**config.mk**
```make
export PLATFORM = sky130hd
export DESIGN_NAME = debounce_bank
export DESIGN_NICKNAME = d
export VERILOG_FILES = /design/src/rtl/debounce_bank.sv
export SDC_FILE = /design/constraint.sdc
export NUM_CORES = 1
export LEC_CHECK = 0
export CORE_UTILIZATION = 55
export CTS_BUF_LIST = sky130_fd_sc_hd__clkbuf_8 sky130_fd_sc_hd__clkbuf_16
export CTS_CLUSTER_DIAMETER = 30
export DETAILED_ROUTE_END_ITERATION = 7
export GPL_TIMING_DRIVEN = 0
export PLACE_DENSITY = 0.71
export SLEW_MARGIN = 30
export SYNTH_ARGS = -nofsm -noshare
export SYNTH_HDL_FRONTEND = slang
export SYNTH_SLANG_ARGS = --single-unit
```
**constraint.sdc**
```tcl
create_clock -name CLK -period 4.46 [get_ports CLK]
set_clock_uncertainty 0.2 [all_clocks]
set_input_delay 0.892 -clock CLK [delete_from_list [all_inputs] [get_ports CLK]]
set_output_delay 0.892 -clock CLK [all_outputs]
set_load 0.005 [all_outputs]
```
**src/rtl/debounce_bank.sv**
```systemverilog
// Debounces N asynchronous switch inputs; per channel: level, edge strobes, sticky flags.
// Latency: input change before edge k appears on state/strobe at edge k+1+STABLE_CYCLES.
// No backpressure: strobes are one-cycle pulses, sticky flags hold until clr_evt.
module debounce_bank #(
    parameter int   N             = 4,
    parameter int   STABLE_CYCLES = 1000000,
    parameter int   CNT_W         = 20,
    parameter logic INIT_STATE    = 1'b0
) (
    input  logic         CLK,
    input  logic         RST,
    input  logic [N-1:0] switch_input,
    input  logic [N-1:0] clr_evt,
    output logic [N-1:0] state,
    output logic [N-1:0] trans_up,
    output logic [N-1:0] trans_dn,
    output logic [N-1:0] up_seen,
    output logic [N-1:0] dn_seen,
    output logic         any_trans
);

    // Terminal count: the flip happens on the edge where the counter already holds this value.
    localparam logic [CNT_W-1:0] LAST_CNT = CNT_W'(STABLE_CYCLES - 1);

    logic [N-1:0]            s1_q, s2_q;
    logic [N-1:0]            state_q, state_d;
    logic [N-1:0][CNT_W-1:0] cnt_q, cnt_d;
    logic [N-1:0]            flip_up, flip_dn;
    logic [N-1:0]            trans_up_q, trans_dn_q;
    logic [N-1:0]            up_seen_q, up_seen_d;
    logic [N-1:0]            dn_seen_q, dn_seen_d;
    logic                    any_trans_q;

    // Per-channel stability counter: restarts on any return to the current level.
    always_comb begin
        cnt_d   = cnt_q;
        state_d = state_q;
        flip_up = '0;
        flip_dn = '0;
        for (int i = 0; i < N; i++) begin
            if (s2_q[i] == state_q[i]) begin
                cnt_d[i] = '0;
            end else if (cnt_q[i] == LAST_CNT) begin
                cnt_d[i]   = '0;
                state_d[i] = s2_q[i];
                flip_up[i] = s2_q[i];
                flip_dn[i] = ~s2_q[i];
            end else begin
                cnt_d[i] = cnt_q[i] + CNT_W'(1);
            end
        end
    end

    // Sticky flags: clear first, then a coincident set overrides it.
    always_comb begin
        up_seen_d = (up_seen_q & ~clr_evt) | flip_up;
        dn_seen_d = (dn_seen_q & ~clr_evt) | flip_dn;
    end

    // All state registers; reset returns every channel to INIT_STATE with no strobe.
    always_ff @(posedge CLK or posedge RST) begin
        if (RST) begin
            s1_q        <= {N{INIT_STATE}};
            s2_q        <= {N{INIT_STATE}};
            state_q     <= {N{INIT_STATE}};
            cnt_q       <= '0;
            trans_up_q  <= '0;
            trans_dn_q  <= '0;
            up_seen_q   <= '0;
            dn_seen_q   <= '0;
            any_trans_q <= 1'b0;
        end else begin
            s1_q        <= switch_input;
            s2_q        <= s1_q;
            state_q     <= state_d;
            cnt_q       <= cnt_d;
            trans_up_q  <= flip_up;
            trans_dn_q  <= flip_dn;
            up_seen_q   <= up_seen_d;
            dn_seen_q   <= dn_seen_d;
            any_trans_q <= |(flip_up | flip_dn);
        end
    end

    assign state     = state_q;
    assign trans_up  = trans_up_q;
    assign trans_dn  = trans_dn_q;
    assign up_seen   = up_seen_q;
    assign dn_seen   = dn_seen_q;
    assign any_trans = any_trans_q;

endmodule

```
==> metrics <==
wire length per cell=between 15 and 20 µm; DRC Markers=0; warnings from Yosys=0; Syn Nets=about 530; Flop pwr share=approximately 60%; Avg Inst Size Synth=slightly above 10 µm²; first-pass GRT wire length=18.37 mm; GRT Total Usage=23.45%; DP Cell Count=~660; Hold Fails Final Rpt=0; clock share of power=between 30 and 40%; Period minus WS final=around 2.5 ns; Synth Flop Type=dfrtp_1; most frequent cell after synthesis=dfrtp_1; clk_lat worst skew=around 0.38 ns; Routability Congestion=about 0.86; Max clock buf depth=2; Worst Setup End Kind=flip-flop; Pwr Density=between 200 and 300 mW/mm²; Die Width=99.35 µm; top cell type's share of synthesized area=a little over half; Synth Cell Area=0.005212 mm²; max-cap viol count=0; Synth area leader=dfrtp_1; IO buf count=30; sequential fraction of the synthesis area=between 50% and 60%; required time of the worst setup path=between 4 and 5 ns; postcts setup bufs=0; Leak Pwr=2.368 nW; worst slack, placed=slightly above 2 ns; GRT overflow=0; P_int=approximately 1.3 mW; Worst Hold Class=reg -> reg; synth top area cells=dfrtp_1 52%, nor2_1 4.8%, xnor2_1 4.7%; final cell count without fillers=between 600 and 700; clk root buf=clkbuf_8; CP Max Fanout=10; Area Growth Syn to Fin=12.65%; drt pass-1 iters=4; count of cell types in the netlist=49; post-CTS sizing=0; number of global-route vias before repair=just under 4000; CP arrival=2.53 ns; clk sink count=~110; final instance area=roughly 0.006 mm²; via count=4000; Synth Register Bits=between 100 and 150; Antenna diodes=0; Cell Rows=35; Worst slew margin=a little over half; nets@finish=~570; Max Fclk=0.4037 GHz; Comb power frac=4.1%; pin count of the biggest net entering global routing=56; initial antenna violation count=0; CP Launch Type=flip-flop; Initial DRC Count=between 100 and 150; crit share post-route=~56%; critical path class=reg -> reg; Final Setup Violations=0; unrepaired setup endpoints after global routing=no; full die area=approximately 0.01 mm²; H-tree depth=3; Cells after Synth=approximately 520; ys async rst share=100.0%; Die Height=~100 µm; final worst slack=slightly below 2 ns; Post-synth EDFFs=0; vias per std cell=5.935; hold slack=~0.16 ns; number of CTS-inserted buffers=9; top cells by count, synth=109 x dfrtp_1, 67 x nor2_1, 35 x nand3_1, 30 x nand2_1, 28 x xnor2_1; hold_buf cts=0; Initial Util=a little under three fifths; Ports=31; Setup TNS=0 ns; clock slew at reported path FFs=between 0.1 and 0.15 ns; Max IR drop VDD=around 0.21 mV; total wire length=roughly 11 mm; Final HPWL DP=7.309 mm; Switch Pwr=between 300 and 400 µW; share of layout cells above drive strength 1=8.881%; CTS tree=yes; core area=roughly 0.0092 mm²; Sw Ratio=23.54%; fin. max-slew vios=0; worst slew pin tran=roughly 0.69 ns; placed cell area=between 0.005 and 0.006 mm²; status=completed; antenna-violating nets left=0
## path summary, 6_finish.rpt
path | to | from | cells past startpoint | slack, ns
min in group asynchronous | s1_q[1] | RST | 2 | 0.73
setup reg to reg | cnt_q[11] | cnt_q[0] | 6 | 1.98
hold reg to reg | s2_q[1] | s1_q[1] | 0 | 0.16
max in group asynchronous | cnt_q[11] | RST | 3 | 2.68
setup / recovery | cnt_q[11] | cnt_q[0] | 6 | 1.98
hold / removal | s2_q[1] | s1_q[1] | 0 | 0.16
## per-stage QoR
step,utilization (%),power (mW)
finish,63.85,1.678
detailed placement,61.81,1.102
global route,63.85,1.737
global placement,61.46,1.097
floorplan,-,1.073
CTS,63.85,1.695
## power by group through the flow
stage	logic [mW]	clock network (mW)	registers (mW)
finish	0.0695	0.597	1.01
global route	0.0795	0.643	1.01
CTS	0.0711	0.612	1.01
detailed placement	0.0712	0	1.03
global placement	0.0659	0	1.03
floorplan	0.0451	0	1.03
## metal layers
| layer | global-route usage (%) | vias up | share of wire [%] |
|---|---|---|---|
| li1 | - | 1933 | - |
| met1 | 32.12 | 1989 | 47 |
| met2 | 37.34 | 67 | 47 |
| met3 | 5.692 | 11 | 4.1 |
| met4 | 7.127 | 0 | 1.2 |
| met5 | 0 | - | 0 |
## flip-flops by register name, summed over array words and instances (netlist names)
register	count
cnt_q	80
dn_seen	4
s1_q	4
s2_q	4
state	4
trans_dn	4
trans_up	4
up_seen	4
any_trans	1
## cells in the final DEF, fill, tap and decap left out, drive strengths merged, types with 6 or more instances in the layout
cell type	n
a21oi	23
and2	6
and3	11
and4	6
buf	13
clkbuf	14
clkdlybuf4s50	30
dfrtp	109
inv	21
nand2	30
nand2b	9
nand3	37
nand4	21
nor2	67
nor3	13
nor4	13
o21ai	11
o22ai	8
o31ai	12
or3	15
or4	15
xnor2	28
xor2	21
## logic make-up after synthesis
logic type / Yosys count / share of synthesized area (%)
simple gates: 258 / 27.39
buf+inv: 34 / 3.096
flops: 109 / 52.33
mux: 4 / 0.9360
xor+xnor: 49 / 8.233
fa+ha+maj: 4 / 0.9602
compound gates: 59 / 7.057
## cell type report
cell class / count / area [µm²]
inverter: 17 / 68.82
clock inverter: 6 / 63.81
buffer: 17 / 97.59
clock buffer: 9 / 123.9
multi-input combinational: 374 / 2323
timing repair buffer: 31 / 327.8
sequential: 109 / 2728
fill: 772 / 3324
tap: 111 / 138.9
## critical path, cell delays in order, from the launching register on
cell and delay, ns:
dfrtp_1 0.43, ha_1 0.24, and4_1 0.32, nand4_1 0.17
o21ai_1 0.59, buf_2 0.34, nor2_1 0.07
(Power assumes the default switching activity.)
